==> src/rtl/riscv_multicycle_ctrl.sv <==
// rtl/riscv_multicycle_ctrl.sv - main control FSM for the multi-cycle RV32I subset core
module riscv_multicycle_ctrl (
  input  logic        clk,
  input  logic        reset,
  input  logic [6:0]  opcode,
  input  logic        zero,
  input  logic        mem_ready,
  output logic        mem_req,
  output logic        mem_we,
  output logic        iord,
  output logic        ir_write,
  output logic        pc_write,
  output logic        pc_src,
  output logic [1:0]  alu_src_a,
  output logic [1:0]  alu_src_b,
  output logic [1:0]  alu_op,
  output logic        reg_write,
  output logic        mem_to_reg,
  output logic        illegal_instr,
  output logic [3:0]  state,
  output logic [31:0] instr_retired
);

  typedef enum logic [3:0] {
    S_RESET     = 4'd0,
    S_FETCH     = 4'd1,
    S_DECODE    = 4'd2,
    S_MEM_ADDR  = 4'd3,
    S_MEM_READ  = 4'd4,
    S_MEM_WB    = 4'd5,
    S_MEM_WRITE = 4'd6,
    S_EXEC_R    = 4'd7,
    S_EXEC_I    = 4'd8,
    S_ALU_WB    = 4'd9,
    S_BRANCH    = 4'd10,
    S_ILLEGAL   = 4'd11
  } state_t;

  localparam logic [6:0] OP_LOAD   = 7'b0000011;
  localparam logic [6:0] OP_STORE  = 7'b0100011;
  localparam logic [6:0] OP_RTYPE  = 7'b0110011;
  localparam logic [6:0] OP_ITYPE  = 7'b0010011;
  localparam logic [6:0] OP_BRANCH = 7'b1100011;

  state_t state_q, state_d;
  logic   retire;

  always_ff @(posedge clk or posedge reset) begin
    if (reset) begin
      state_q       <= S_RESET;
      instr_retired <= 32'd0;
    end else begin
      state_q <= state_d;
      if (retire) instr_retired <= instr_retired + 32'd1;
    end
  end

  assign state = state_q;

  always_comb begin
    state_d       = state_q;
    retire        = 1'b0;
    mem_req       = 1'b0;
    mem_we        = 1'b0;
    iord          = 1'b0;
    ir_write      = 1'b0;
    pc_write      = 1'b0;
    pc_src        = 1'b0;
    alu_src_a     = 2'b00;
    alu_src_b     = 2'b00;
    alu_op        = 2'b00;
    reg_write     = 1'b0;
    mem_to_reg    = 1'b0;
    illegal_instr = 1'b0;
    case (state_q)
      S_RESET: state_d = S_FETCH;
      S_FETCH: begin
        // PC+4 is written back in the same cycle the instruction word lands in IR
        mem_req   = 1'b1;
        alu_src_b = 2'b01;
        ir_write  = mem_ready;
        pc_write  = mem_ready;
        if (mem_ready) state_d = S_DECODE;
      end
      S_DECODE: begin
        alu_src_a = 2'b10;
        alu_src_b = 2'b10;
        case (opcode)
          OP_LOAD, OP_STORE: state_d = S_MEM_ADDR;
          OP_RTYPE:          state_d = S_EXEC_R;
          OP_ITYPE:          state_d = S_EXEC_I;
          OP_BRANCH:         state_d = S_BRANCH;
          default:           state_d = S_ILLEGAL;
        endcase
      end
      S_MEM_ADDR: begin
        alu_src_a = 2'b01;
        alu_src_b = 2'b10;
        state_d   = (opcode == OP_LOAD) ? S_MEM_READ : S_MEM_WRITE;
      end
      S_MEM_READ: begin
        mem_req = 1'b1;
        iord    = 1'b1;
        if (mem_ready) state_d = S_MEM_WB;
      end
      S_MEM_WB: begin
        reg_write  = 1'b1;
        mem_to_reg = 1'b1;
        retire     = 1'b1;
        state_d    = S_FETCH;
      end
      S_MEM_WRITE: begin
        mem_req = 1'b1;
        mem_we  = 1'b1;
        iord    = 1'b1;
        if (mem_ready) begin
          retire  = 1'b1;
          state_d = S_FETCH;
        end
      end
      S_EXEC_R: begin
        alu_src_a = 2'b01;
        alu_op    = 2'b10;
        state_d   = S_ALU_WB;
      end
      S_EXEC_I: begin
        alu_src_a = 2'b01;
        alu_src_b = 2'b10;
        alu_op    = 2'b11;
        state_d   = S_ALU_WB;
      end
      S_ALU_WB: begin
        reg_write = 1'b1;
        retire    = 1'b1;
        state_d   = S_FETCH;
      end
      S_BRANCH: begin
        alu_src_a = 2'b01;
        alu_op    = 2'b01;
        pc_src    = 1'b1;
        pc_write  = zero;
        retire    = 1'b1;
        state_d   = S_FETCH;
      end
      S_ILLEGAL: begin
        illegal_instr = 1'b1;
        state_d       = S_FETCH;
      end
      default: state_d = S_RESET;
    endcase
  end

endmodule

==> config.mk <==
export PLATFORM = sky130hd
export DESIGN_NAME = riscv_multicycle_ctrl
export DESIGN_NICKNAME = d
export VERILOG_FILES = /design/src/rtl/riscv_multicycle_ctrl.sv
export SDC_FILE = /design/constraint.sdc
export NUM_CORES = 1
export LEC_CHECK = 0
export CAP_MARGIN = 25
export CORE_MARGIN = 2
export CORE_UTILIZATION = 41
export CTS_CLUSTER_DIAMETER = 150
export DETAILED_ROUTE_END_ITERATION = 8
export PLACE_DENSITY = 0.75
export SETUP_SLACK_MARGIN = 0.1
export SLEW_MARGIN = 20
export SYNTH_ARGS = -nofsm -noshare
export SYNTH_HDL_FRONTEND = slang
export SYNTH_SLANG_ARGS = --single-unit
==> constraint.sdc <==
create_clock -name clk -period 1.8 [get_ports clk]
set_clock_uncertainty 0.1 [all_clocks]
set_input_delay 0.54 -clock clk [delete_from_list [all_inputs] [get_ports clk]]
set_output_delay 0.54 -clock clk [all_outputs]
set_load 0.1 [all_outputs]
==> results.py, run 1 <==
metrics = {
    "timing": {
        "worstEndpointGrtRepair": "pc_write",
        "worst-endpoint-pin-kind": "top-level output",
    },
    "logic_synthesis": {
        "synth_area_per_cell_um2": 9.71,
        "syn_area_mm2": 0.00191,
        "synth_top_area_cell": "dfrtp_1",
        "synth-seq-area-share": 0.471,
        "synth.distinct_cells": 39,
        "synth_seq_cells": 36,
        "ys.flop_type": "dfrtp_1",
        "async_flop_share": 1.00,
        "synth_warnings": 0,
        "synthCells": 197,
        "synth-edff-count": 0,
        "syn_nets": 209,
        "synth_area_leaders": "dfrtp_1 (47%), xnor2_1 (7.8%), xor2_1 (7.3%), nor2_1 (5.3%), nand2_1 (3.5%)",
        "synth_top_area_frac": 0.471,
    },
    "run_status": {
        "tool.error": "[ERROR DPL-0033] detailed placement checks failed during check placement.",
        "status": "did not finish",
        "lastStage": "5_1_grt",
    },
    "die": {
        "die_h_um": 72.3,
        "ios": 62,
        "initial_utilization": 0.433,
        "rows": 24,
        "die_w_um": 72.3,
    },
    "clock_tree": {
        "cts_root_buf": "clkbuf_8",
        "cts_sinks": 36,
        "clk_path_buf_depth": 2,
        "h-tree-depth": 2,
        "cts_buffers": 5,
        "ctsHoldBuffers": 0,
    },
    "placed_design": {
        "gp_congestion": 0.855,
        "io_buffers": 61,
        "post-place-ws_ns": -0.531,
        "place_inst": 344,
        "hpwlAfterDp_um": 4140,
    },
    "global_routing": {
        "antenna_found_initial": 0,
        "grt_max_degree": 37,
    },
}
==> cells by family after synthesis <==
logic type / synth area share
AOI/OAI and AO/OA: 0.0491
xor gates and xnor gates: 0.151
adders and majority gates: 0.00654
buffers and inverters: 0.0327
DFF: 0.471
muxes: 0.0111
and+or+nand+nor: 0.279
==> cell usage after synthesis (all sizes together) (2+ instances only) <==
library cell and number:
or2 4, and2 2, inv 9, nand2b 4
buf 3, o22ai 2, xnor2 17, nor2 27
a21oi 5, clkbuf 3, and4 3, xor2 16
o21ai 2, nand2 18, nor4 3, nand3 8
and3 3, nand4 8, dfrtp 36, nor3b 2
nor3 10
==> repair_timing <==
action                                  CTS
buffers inserted                         15
gates resized for setup                  51
endpoints found under the setup margin   57
gates cloned                              1
pin swaps                                17
==> metrics by stage <==
step	area [um2]	setup TNS [ns]	hold WS (ns)
after CTS	4120	-13.06	0.414
after detailed placement	3700	-16.13	0.405
after global placement	3700	-15.34	0.400
after floorplan	2260	-14.70	0.553
==> inputs of run 2 (changes only) <==
- CORE_UTILIZATION: 41 -> 39
- CTS_CLUSTER_DIAMETER: 150 -> not set
- PLACE_DENSITY: 0.75 -> not set
- PLACE_DENSITY_LB_ADDON: not set -> 0.15
- SETUP_SLACK_MARGIN: 0.1 -> not set
- clock period: 1.8 -> 2.3 ns (I/O delays scaled with it)
==> results.py, run 2 <==
metrics = {
    "die": {
        "rows": 25,
        "die_w_um": 74.0,
        "fp.dieArea_mm2": 0.00548,
        "die_h_um": 74.0,
        "initial_utilization": 0.405,
        "ios": 62,
        "coreArea_mm2": 0.00472,
    },
    "logic_synthesis": {
        "synthCells": 197,
        "synth_area_leaders": "dfrtp_1 (47%), xnor2_1 (7.8%), xor2_1 (7.3%), nor2_1 (5.3%), nand2_1 (3.5%)",
        "synth_seq_cells": 36,
        "syn_nets": 209,
        "async_flop_share": 1.00,
        "synth_top_area_frac": 0.471,
        "synth-seq-area-share": 0.471,
        "ys.flop_type": "dfrtp_1",
        "synth.distinct_cells": 39,
        "synth_top_area_cell": "dfrtp_1",
        "synth.most_common_cell": "dfrtp_1",
        "synth-edff-count": 0,
        "yosys-top-cells-count": "dfrtp_1 (36), nor2_1 (27), nand2_1 (18), xnor2_1 (17), xor2_1 (16)",
        "synth_warnings": 0,
        "syn_area_mm2": 0.00191,
        "synth_area_per_cell_um2": 9.71,
    },
    "clock_tree": {
        "clkLatencyLatePin_ns": 0.28,
        "ctsHoldBuffers": 0,
        "cts.clk_slew.worst_paths_ns": 0.07,
        "cts_buffers": 5,
        "cts_root_buf": "clkbuf_8",
        "cts_sinks": 36,
        "clk_path_buf_depth": 2,
        "h-tree-depth": 2,
        "cts_tree": "done",
    },
    "timing": {
        "hold_ws_ns": 0.407,
        "fmax_ghz": 0.414,
        "setup_tns_ns": -0.325,
        "finalMaxSlewViolations": 0,
        "post-route-min-period_ns": 2.42,
        "fin_ws_ns": -0.116,
        "tightest_slew_ns": 0.455,
        "rsz0062_at_grt": "yes",
        "period_share": 1.05,
        "timing_hold_violations_final": 0,
        "maxSlewHeadroom": 0.697,
        "setup_violations": 6,
    },
    "route": {
        "drc_errors": 0,
        "wl_um": 4930,
        "route.met3.wl_um": 288,
        "wire_per_inst_um": 13.9,
        "dr.first_iter.drc_count": 57,
        "via_per_inst": 4.92,
        "top_layer": "met4",
        "ant_nets": 0,
        "m1WireLength_um": 1970,
        "wl_met2_um": 2570,
        "firstDrtPassIters": 4,
        "via_count": 1748,
    },
    "setup_path": {
        "crit_arrival_ns": 1.63,
        "critical-path-max-stage-delay_ns": 0.49,
        "crit_fanout": 4,
        "crit_buf_inv": 1,
        "crit_top_cell": "or2_4",
        "critPathTopFamily": "simple AND/OR/NAND/NOR gates",
        "start_kind": "flip-flop",
        "crit_type": "reg -> out",
        "worstPathCellList": "or2_4 > or2_4 > a21oi_4 > buf_12",
        "slowest_stage": "dfrtp_4",
        "cp.required_ns": 1.51,
        "endpoint_kind": "primary output",
    },
    "cells_and_area": {
        "fin_util": 0.767,
        "largest_register_ffs": 32,
        "fillers": 288,
        "stdcell_area_mm2": 0.00362,
        "syn_to_final_growth_pct": 89.3,
        "final_cell_mix": "buf_12 (51), buf_4 (23), nor2_1 (20)",
        "final_nets": 299,
        "antenna_cells": 0,
        "drive_above_1_share": 0.469,
        "layout_commonest_cell": "buf_12",
        "regMostFlops": "instr_retired",
    },
    "global_routing": {
        "antenna_found_initial": 0,
        "grt_max_degree": 37,
        "grt_pass1_wl_um": 8340,
        "track_usage": 0.197,
        "grt_pass1_vias": 1783,
        "gr-total-overflow": 0,
    },
    "placed_design": {
        "io_buffers": 61,
        "post-place-ws_ns": -0.194,
        "hpwlAfterDp_um": 3530,
        "placed_cell_area_mm2": 0.00334,
        "gp_congestion": 0.892,
    },
    "run_status": {
        "violations": "negative setup slack",
        "status": "finished with violations",
    },
    "power": {
        "p_per_area_mw_per_mm2": 1240,
        "power_leakage_uw": 0.00159,
        "ir_drop_uv": 1290,
    },
    "min_path": {
        "hold_class": "reg -> reg",
    },
    "job": {
        "max_cap_violations": 0,
    },
}
-- run 2: cell counts after synthesis --
No cell type changed its count.
-- run 2: timing repair --
action                     CTS  global route
pin swaps                    4             3
buffers inserted             9             5
setup endpoints to repair   12            11
gates cloned                 0             0
resized for setup           16             3
-- run 2: layout make-up --
| class | instances | area (um2) | area share |
|---|---|---|---|
| Timing Repair Buffer | 89 | 1360 | 0.375 |
| Multi-Input combinational cell | 146 | 1100 | 0.304 |
| Clock buffer | 6 | 72.6 | 0.0200 |
| Clock inverter | 2 | 35.0 | 0.00968 |
| Inverter | 9 | 38.8 | 0.0107 |
| Sequential cell | 36 | 933 | 0.258 |
| Tap cell | 67 | 83.8 | 0.0232 |
-- run 2: worst paths after layout --
check                                             start                             to  slack (ns)  cells after the start
setup / recovery                   state[1]$_DFFE_PP0P_                   alu_src_b[1]       -0.12                      4
hold / removal             instr_retired[6]$_DFFE_PP0P_   instr_retired[6]$_DFFE_PP0P_        0.41                      1
setup reg to reg                   state[0]$_DFFE_PP0P_  instr_retired[30]$_DFFE_PP0P_        0.23                      8
hold reg to reg            instr_retired[6]$_DFFE_PP0P_   instr_retired[6]$_DFFE_PP0P_        0.41                      1
max in group asynchronous                         reset           state[3]$_DFFE_PP0P_        1.03                      3
min in group asynchronous                         reset  instr_retired[14]$_DFFE_PP0P_        0.71                      3
-- run 2: logic make-up after synthesis --
logic type,count (synthesis),synth area share
adders and majority gates,1,0.00654
AOI/OAI and AO/OA,14,0.0491
xor gates and xnor gates,33,0.151
and+or+nand+nor,96,0.279
muxes,2,0.0111
DFF,36,0.471
buffers and inverters,15,0.0327
-- run 2: worst register-to-register path: cells and delay by family, from the launching register on --
family	cells	cell delay [ns]
XOR/XNOR	2	0.30
AO/OA/AOI/OAI	1	0.18
AND/OR/NAND/NOR	2	0.42
buffers and inverters	3	0.50
flip-flops	1	0.49
-- run 2: stage by stage --
step / total power [uW] / instances
finish: 4490 / 355
global route: 4660 / 355
CTS: 4420 / 350
detailed placement: 3660 / 333
global placement: 3640 / 333
floorplan: 2690 / 197
-- run 2: layer usage --
| metal | up-vias | GRT usage |
|---|---|---|
| met1 | 830 | 0.242 |
| li1 | 846 | - |
| met5 | - | 0 |
| met2 | 60 | 0.330 |
| met4 | 0 | 0.0707 |
| met3 | 12 | 0.0556 |
-- run 2: power breakdown --
| part | switching [uW] | total (uW) | internal [uW] | leakage (uW) |
|---|---|---|---|---|
| combinational | 1890 | 3070 | 1180 | 0.00110 |
| sequential | 139 | 876 | 736 | 0.000436 |
| clock | 219 | 541 | 322 | 0.0000552 |
| total | 2240 | 4490 | 2240 | 0.00159 |
No activity file was read; power rests on OpenSTA's default activity.
